**config.mk**
```make
export PLATFORM = sky130hd
export DESIGN_NAME = rx_chan_align
export DESIGN_NICKNAME = d
export VERILOG_FILES = /design/src/rtl/rx_chan_align.sv
export SDC_FILE = /design/constraint.sdc
export NUM_CORES = 1
export LEC_CHECK = 0
export ABC_AREA = 1
export BUFFER_PORTS_ARGS = -buffer_cell sky130_fd_sc_hd__clkbuf_2
export CORE_AREA = 8 8 155 157
export CTS_CLUSTER_SIZE = 25
export DETAILED_ROUTE_END_ITERATION = 12
export DIE_AREA = 0 0 163 165
export PLACE_DENSITY = 0.79
export SLEW_MARGIN = 15
export SYNTH_ARGS = -nofsm -noshare
export SYNTH_HDL_FRONTEND = slang
export SYNTH_SLANG_ARGS = --single-unit
```
**constraint.sdc**
```tcl
create_clock -name rxclk -period 3.6 [get_ports rxclk]
set_input_delay 0.72 -clock rxclk [delete_from_list [all_inputs] [get_ports rxclk]]
set_output_delay 0.72 -clock rxclk [all_outputs]
set_load 0.02 [all_outputs]
```
**src/rtl/rx_chan_align.sv**
```systemverilog
// rx_chan_align: gathers per-DDC I/Q samples into coherent sets for the RX FIFO writer
//
// Ports:
//   rxclk, reset          clock and synchronous active-high reset
//   channels              words per set (2/4/6/8); active DDCs = min(channels>>1, 4)
//   ddc_strobe            per-DDC sample valid, bit k qualifies ddck_i/ddck_q
//   ddc0_i..ddc3_q        DDC outputs
//   clear_err             clears align_err and drop_count
//   rxstrobe              one-cycle pulse, ch_* hold a new complete set
//   ch_0..ch_7            ch_(2k) = DDC k I, ch_(2k+1) = DDC k Q
//   align_err             sticky torn/timed-out flag
//   drop_count            saturating count of discarded partial sets
module rx_chan_align #(
    parameter int TIMEOUT = 1024
) (
    input  logic        rxclk,
    input  logic        reset,
    input  logic [3:0]  channels,
    input  logic [3:0]  ddc_strobe,
    input  logic [15:0] ddc0_i,
    input  logic [15:0] ddc0_q,
    input  logic [15:0] ddc1_i,
    input  logic [15:0] ddc1_q,
    input  logic [15:0] ddc2_i,
    input  logic [15:0] ddc2_q,
    input  logic [15:0] ddc3_i,
    input  logic [15:0] ddc3_q,
    input  logic        clear_err,
    output logic        rxstrobe,
    output logic [15:0] ch_0,
    output logic [15:0] ch_1,
    output logic [15:0] ch_2,
    output logic [15:0] ch_3,
    output logic [15:0] ch_4,
    output logic [15:0] ch_5,
    output logic [15:0] ch_6,
    output logic [15:0] ch_7,
    output logic        align_err,
    output logic [15:0] drop_count
);
    localparam int TW = $clog2(TIMEOUT + 1);

    typedef enum logic {IDLE, COLLECT} state_t;

    state_t           state_q, state_d;
    logic [3:0]       got_q, got_d, chan_q, mask, s;
    logic [TW-1:0]    timer_q, timer_d;
    logic [3:0][31:0] din, hold_q, hold_d, ch_q, ch_d;
    logic             stb_q, stb_d, err_q, err_d;
    logic [15:0]      cnt_q, cnt_d;
    logic             drop, comp, chg, torn, tmo, collect;
    logic [2:0]       n;

    assign n       = channels[3:1];
    assign mask    = n[2] ? 4'hF : (4'h1 << n[1:0]) - 4'h1;
    assign s       = ddc_strobe & mask;
    assign din     = {ddc3_i, ddc3_q, ddc2_i, ddc2_q, ddc1_i, ddc1_q, ddc0_i, ddc0_q};
    assign collect = state_q == COLLECT;
    assign chg     = collect && channels != chan_q;
    assign torn    = collect && (s & got_q) != 4'h0;
    assign comp    = mask != 4'h0 && ((got_q | s) & mask) == mask;
    assign tmo     = collect && timer_q == TW'(TIMEOUT - 1);

    // hold_d is also the newest sample per DDC, which is what an emission carries
    for (genvar k = 0; k < 4; k++) begin : g_hold
        assign hold_d[k] = s[k] ? din[k] : hold_q[k];
    end

    // a channel change outranks everything, then a torn set outranks completion
    always_comb begin
        state_d = state_q;
        got_d   = got_q;
        timer_d = '0;
        ch_d    = ch_q;
        stb_d   = 1'b0;
        drop    = 1'b0;
        if (chg) begin
            drop    = 1'b1;
            got_d   = 4'h0;
            state_d = IDLE;
        end else if (torn) begin
            drop  = 1'b1;
            got_d = s;
        end else if (comp) begin
            stb_d   = 1'b1;
            got_d   = 4'h0;
            state_d = IDLE;
            for (int k = 0; k < 4; k++) ch_d[k] = mask[k] ? hold_d[k] : 32'h0;
        end else if (tmo) begin
            drop    = 1'b1;
            got_d   = 4'h0;
            state_d = IDLE;
        end else if (collect) begin
            got_d   = got_q | s;
            timer_d = timer_q + 1'b1;
        end else if (s != 4'h0) begin
            got_d   = s;
            state_d = COLLECT;
        end
    end

    // a drop in the same cycle as clear_err wins and restarts the count at one
    assign err_d = drop | (err_q & ~clear_err);
    assign cnt_d = drop ? (clear_err ? 16'h1 : cnt_q + {15'h0, cnt_q != 16'hFFFF})
                        : (clear_err ? 16'h0 : cnt_q);

    always_ff @(posedge rxclk) begin
        if (reset) begin
            state_q <= IDLE;
            got_q   <= 4'h0;
            chan_q  <= 4'h0;
            timer_q <= '0;
            hold_q  <= '0;
            ch_q    <= '0;
            stb_q   <= 1'b0;
            err_q   <= 1'b0;
            cnt_q   <= 16'h0;
        end else begin
            state_q <= state_d;
            got_q   <= got_d;
            chan_q  <= channels;
            timer_q <= timer_d;
            hold_q  <= hold_d;
            ch_q    <= ch_d;
            stb_q   <= stb_d;
            err_q   <= err_d;
            cnt_q   <= cnt_d;
        end
    end

    assign rxstrobe   = stb_q;
    assign align_err  = err_q;
    assign drop_count = cnt_q;
    assign ch_0       = ch_q[0][31:16];
    assign ch_1       = ch_q[0][15:0];
    assign ch_2       = ch_q[1][31:16];
    assign ch_3       = ch_q[1][15:0];
    assign ch_4       = ch_q[2][31:16];
    assign ch_5       = ch_q[2][15:0];
    assign ch_6       = ch_q[3][31:16];
    assign ch_7       = ch_q[3][15:0];
endmodule

```
==> metrics.cfg, run 1 <==
[sta]
fin_tns_setup_ns=0
skew_ns=0.01237
fin_crit_ns=2.674
max_clock_freq_mhz=374.0
final_max_slew_viol_count=0
setup_viol=0
rsz0062_at_grt=no
period_share_pct=74.27
worst_pin_slew_ns=1.110
hold_violations=0
relSlewSlack_pct=25.97

[setup_path]
cp_cell_sequence=nand2_1 -> nor3_1 -> nand4_1 -> ha_1 -> ha_1 -> inv_1 -> nor2_1 -> nand2_1 -> xor2_1 -> nor2_1 -> nand2_1 -> inv_1 -> nor2_1 -> nor2_1
path_buf_inv=2
path_class=flip-flop to flip-flop
worst_setup_path_end_kind=flip-flop
required_ns=4.01
cpLargestDelayFamily=simple AND/OR/NAND/NOR gates
crit_fanout=6
cp_common_cell=nor2_1
cp-start-kind=flip-flop
critPathMaxStageDelay_ns=0.52
cp.arrival_ns=3.08
critical-path-slowest-cell=nor3_1

[global_routing]
grt_start_max_net_pins=119
use_met1_pct=27.79
use_met2_pct=36.61
grt_pass1_vias=10200
gr-total-overflow=0
use_met3_pct=5.409
gr-max-usage-layer=met2
grt_util_all_layers_pct=22.15
grt_pass1_wl_um=49910
antenna_found_initial=2

[outcome]
status=finished, final reports clean

[pwr]
p_leak_nw=6.379
max-vdd-ir-drop_mv=0.3573
cellPowerDensity_nw_per_um2=542.5

[final_layout]
seqCellArea_um2=5886
final_common_cell=nand2_1
final_cell_mix=326 x nand2_1, 294 x dfxtp_1, 283 x clkbuf_2
syn2layout_area_growth_pct=21.54
nets=1929
multi_input_area_um2=4632
layout-drive-gt1-share_pct=22.60
finalNonFillerCells=2091
fillCellCount=1847

[clock_tree]
cts_buffers=29
htreeDepth=1
cts.clk_slew.worst_paths_ns=0.06
clockBufferDepth=3
cts_setup_buffers=0
cts.repair.resized=0
clk_latency_ns=0.55
cts_hold_buf=0
cts.sinks=294
cts_tree=yes
root_buffer=clkbuf_16

[route]
drt_drc_violations_left=0
ant_nets=0
avgViaCountPerCell=5.154
drt_iter0_drc=761
wl_per_cell_um=15.06
vias=10780
drtPass1Iterations=5
routed_wl_um=31490

[yosys]
yosys_warnings=0
synth.top_cell.area_share_pct=50.60
synth.distinct_cells=32
synthCells=1553
synth.ff_latch_count=294
synth_top_area_cell=dfxtp_1
syn_nets=1695
synth_area_um2=11630
avgSynthCellArea_um2=7.490
synth-seq-area-share_pct=50.60
synthTopCellsByArea=dfxtp_1 51%, nand2_1 11%, inv_1 5.6%

[placement]
io_buffer_count=284
dp.cells=2036
gp_congestion=0.8767
dpl.hpwl_um=20700

[floorplan]
start_util_pct=54.14
std_cell_rows=54
core-area_um2=21490
die_w_um=163
pin_count=285
die_area_um2=26900
die_y_um=165

[run]
drv_cap=0

[worst_hold_path]
hold_class=input port to flip-flop

[cell families after synthesis]
kind of cell / after synthesis / share of synthesized area [%]
AND/OR/NAND/NOR: 656 / 24.30
AO/OA/AOI/OAI: 311 / 14.19
flip-flops: 294 / 50.60
buffers and inverters: 276 / 9.605
XOR/XNOR: 12 / 0.9035
adder cells (fa/ha/maj): 3 / 0.3227
multiplexers: 1 / 0.08605
[routing by layer]
metal	part of all wire, %	routed length (um)	up-vias
li1	-	-	5397
met1	44	13820	4962
met2	46	14420	352
met3	7.7	2417	64
met4	2.6	816	2
met5	0.041	13	-
[flip-flops by register name (all words and copies together), names as in the netlist, 4 cells and up]
signal / cells
ch_4: 16
hold_q: 128
ch_5: 16
timer_q: 11
got_q: 4
ch_6: 16
ch_2: 16
drop_count: 16
ch_7: 16
ch_0: 16
ch_1: 16
chan_q: 4
ch_3: 16
[Yosys cell counts (all sizes together)]
| master | count |
|---|---|
| a21oi | 109 |
| and2 | 1 |
| buf | 39 |
| clkbuf | 58 |
| dfxtp | 294 |
| ha | 3 |
| inv | 179 |
| mux2i | 1 |
| nand2 | 334 |
| nand3 | 121 |
| nand4 | 13 |
| nor2 | 142 |
| nor3 | 9 |
| o21a | 32 |
| o21ai | 169 |
| o21bai | 1 |
| or2 | 36 |
| xnor2 | 2 |
| xor2 | 10 |
[where the power goes]
| part | switching, mW | total (mW) | internal [mW] |
|---|---|---|---|
| Clock | 1.28 | 3.24 | 1.97 |
| Combinational | 0.620 | 0.928 | 0.308 |
| Sequential | 0.0743 | 3.50 | 3.43 |
| Total | 1.97 | 7.67 | 5.70 |
[metrics by stage]
stage | utilization, % | setup WS (ns) | total power [mW] | hold slack [ns] | cell area (um2)
final | 65.80 | 0.9264 | 7.670 | 0.4100 | 14140
after global routing | 65.80 | 0.6130 | 7.994 | 0.4143 | 14140
after CTS | 65.79 | 0.9895 | 7.732 | 0.3941 | 14140
after detailed placement | 60.98 | 0.7714 | 4.499 | 0.4361 | 13100
after global placement | 60.98 | 0.8351 | 4.475 | 0.4270 | 13100
after floorplan | - | 1.297 | 4.210 | 0.4175 | 11630
[worst register-to-register path, stage by stage, from the launching register on]
cell and delay (ns):
dfxtp_1 0.45, nand2_1 0.18, nor3_1 0.52, nand4_1 0.19
ha_1 0.25, ha_1 0.21, inv_1 0.08, nor2_1 0.09
nand2_1 0.10, xor2_1 0.15, nor2_1 0.05, nand2_1 0.07
inv_1 0.06, nor2_1 0.10, nor2_1 0.04
[final cells by class]
type                            instances  share of cell area (%)
Antenna cell                            1                 0.01770
Timing Repair Buffer                  300                   11.01
Inverter                              179                   4.788
Tap cell                              280                   2.478
Sequential cell                       294                   41.63
Clock buffer                           39                   5.823
Clock inverter                         15                   1.496
Multi-Input combinational cell        983                   32.76
[worst paths after layout]
kind,from,to,slack [ns],depth (start not counted)
worst min register to register,ch_1[0]$_SDFFE_PP0P_,ch_1[0]$_SDFFE_PP0P_,0.44,2
worst min-delay path,channels[0],chan_q[0]$_SDFF_PP0_,0.41,3
worst max register to register,drop_count[8]$_SDFFE_PP0P_,drop_count[8]$_SDFFE_PP0P_,0.93,14
worst max-delay path,drop_count[8]$_SDFFE_PP0P_,drop_count[8]$_SDFFE_PP0P_,0.93,14
(Power assumes the default switching activity.)
==> inputs of run 2 (changes only) <==
--- a/config.mk
+++ b/config.mk
@@ -7,11 +7,11 @@
 export LEC_CHECK = 0
 export ABC_AREA = 1
 export BUFFER_PORTS_ARGS = -buffer_cell sky130_fd_sc_hd__clkbuf_2
-export CORE_AREA = 8 8 155 157
+export CORE_AREA = 8 8 165 167
 export CTS_CLUSTER_SIZE = 25
 export DETAILED_ROUTE_END_ITERATION = 12
-export DIE_AREA = 0 0 163 165
-export PLACE_DENSITY = 0.79
+export DIE_AREA = 0 0 173 175
+export PLACE_DENSITY = 0.73
 export SLEW_MARGIN = 15
 export SYNTH_ARGS = -nofsm -noshare
 export SYNTH_HDL_FRONTEND = slang
==> constraint.sdc (replaced) <==
create_clock -name rxclk -period 2.4 [get_ports rxclk]
set_input_delay 0.48 -clock rxclk [delete_from_list [all_inputs] [get_ports rxclk]]
set_output_delay 0.48 -clock rxclk [all_outputs]
set_load 0.02 [all_outputs]
==> run 2 against run 1 <==
  * Clock power rose by 57%
  * Setup slack worse by 0.69 ns
  * Global-route usage decreased by 2.5 points
  * Register-to-register slack got worse by 0.69 ns
  * Count of clock-buffer cells in the layout is 4 higher
  * Via count down 1.5%
  * Sequential power up 50%
  * Flip-flop and latch count unchanged
  * Largest power group unchanged
==> metrics.cfg, run 2 (same netlist as run 1, synthesis figures left out) <==
[floorplan]
core-area_um2=24670
die_w_um=173
pin_count=285
die_area_um2=30280
std_cell_rows=58
die_y_um=175
start_util_pct=47.15

[sta]
worst_pin_slew_ns=0.7752
rsz0062_at_grt=no
skew_ns=0.007331
setup_viol=0
final_max_slew_viol_count=0
hold_violations=0
fin_crit_ns=2.168
period_share_pct=90.34
relSlewSlack_pct=48.32
fin_tns_setup_ns=0
max_clock_freq_mhz=461.2

[setup_path]
cp.arrival_ns=2.58
worst_setup_path_end_kind=flip-flop
critical-path-slowest-cell=dfxtp_4
path_buf_inv=4
cp_common_cell=nor2_1
rr_worst_depth=15
cp_cell_sequence=inv_1 -> nor3_1 -> buf_4 -> nand4_1 -> ha_2 -> ha_1 -> inv_1 -> nor2_1 -> nand2_1 -> xor2_1 -> nor2_1 -> nand2_1 -> inv_1 -> nor2_1 -> nor2_1
cp-start-kind=flip-flop
r2r_slack_ns=0.23
required_ns=2.82
cpLargestDelayFamily=simple AND/OR/NAND/NOR gates
startpoint=drop_count[6]$_SDFFE_PP0P_
critPathMaxStageDelay_ns=0.38
r2r_end=drop_count[8]$_SDFFE_PP0P_
rr_startpoint=drop_count[6]$_SDFFE_PP0P_
crit_fanout=7
path_class=flip-flop to flip-flop

[worst_hold_path]
hold_depth=3
hp-start=channels[0]
hold_class=input port to flip-flop
whs_endpoint=chan_q[0]$_SDFF_PP0_

[pwr]
cellPowerDensity_nw_per_um2=815.4
p_leak_nw=6.498
max-vdd-ir-drop_mv=0.5775
power_mw=11.76

[final_layout]
final_common_cell=nand2_1
regMostFlops=hold_q
largest_reg_flops=128
syn2layout_area_growth_pct=24.04
design_area_um2=14430
final_cell_mix=326 x nand2_1, 291 x dfxtp_1, 283 x clkbuf_2
layout-drive-gt1-share_pct=23.55
nets=1941

[global_routing]
gr-max-usage-layer=met2
use_met1_pct=25.12
gr-total-overflow=0
antenna_found_initial=1
grt_pass1_wl_um=51120
grt_util_all_layers_pct=19.70
use_met2_pct=32.35
use_met3_pct=5.590
grt_start_max_net_pins=171
grt_pass1_vias=10200

[clock_tree]
root_buffer=clkbuf_16
clk_latency_ns=0.54
cts_setup_buffers=0
cts.sinks=294
clockBufferDepth=3
htreeDepth=1
cts_buffers=31
cts_tree=yes
cts.clk_slew.worst_paths_ns=0.06
cts_hold_buf=0

[route]
drt_drc_violations_left=0
wl_per_cell_um=14.58
drtPass1Iterations=5
routed_wl_um=31420
drt_iter0_drc=874
avgViaCountPerCell=4.928
ant_nets=0
vias=10610

[placement]
gp_congestion=0.8636
dpl.hpwl_um=20960
io_buffer_count=284
dpl_cell_area_um2=13290

[run]
drv_cap=0

[outcome]
status=finished, final reports clean

run 2: cell count changes in the layout (fill, tap and decap cells not counted), sizes merged:
cell	previous run	this run
buf	17	27
clkbuf	322	326
clkinv	8	7
clkinvlp	0	1
diode	1	2
inv	181	179
run 2: worst max path at each step:
stage                            endpoint  slack (ns)  cells past startpoint
2_1_floorplan  drop_count[8]$_SDFFE_PP0P_         0.1                     14
3_3_place_gp         ch_1[1]$_SDFFE_PP0P_        0.15                     11
3_5_place_dp        ch_0[15]$_SDFFE_PP0P_         0.1                     11
4_1_cts        drop_count[8]$_SDFFE_PP0P_        0.11                     15
5_1_grt        drop_count[8]$_SDFFE_PP0P_       0.003                     15
6_report       drop_count[8]$_SDFFE_PP0P_        0.23                     15
run 2: repair_timing:
item	4_1_cts	5_1_grt
setup endpoints to repair	0	3
resized for setup	0	9
endpoints found under the hold margin	0	0
run 2: metal layers:
layer / vias up / share of wire [%]
met2: 297 / 47
met1: 4846 / 44
met3: 50 / 7.3
met4: 0 / 2.0
li1: 5421 / -
met5: - / 0
run 2: metrics by stage:
stage	util [%]	hold slack (ns)	instances	setup WS, ns
after floorplan	-	0.4175	1553	0.09709
after global placement	53.86	0.4307	2096	0.1481
after detailed placement	53.86	0.4364	2096	0.09701
after CTS	58.35	0.1365	2152	0.1128
after global routing	58.47	0.1459	2153	0.003169
final	58.48	0.1587	2154	0.2319
run 2: worst register-to-register path, delay by kind of cell, from the launching register on:
kind,cells,cell delay (ns)
XOR/XNOR,1,0.15
buffers and inverters,4,0.36
adder cells (fa/ha/maj),2,0.41
flip-flops,1,0.38
AND/OR/NAND/NOR,8,0.75
run 2: final cells by class:
type	count	area, um2
fillers	2308	10240
flip-flops and latches	294	5892
multi-input cells	983	4653
repair buffers	310	1682
clock buffers	43	910.9
inverters	179	676.9
well taps	330	412.9
clock inverters	13	196.4
diodes	2	5.005
run 2: where the power goes:
part / leakage, nW / switching [mW] / total (mW) / internal (mW)
registers: 2.40 / 0.112 / 5.25 / 5.14
clock network: 0.549 / 1.94 / 5.10 / 3.17
logic: 3.55 / 0.927 / 1.41 / 0.482
total: 6.50 / 2.97 / 11.8 / 8.79
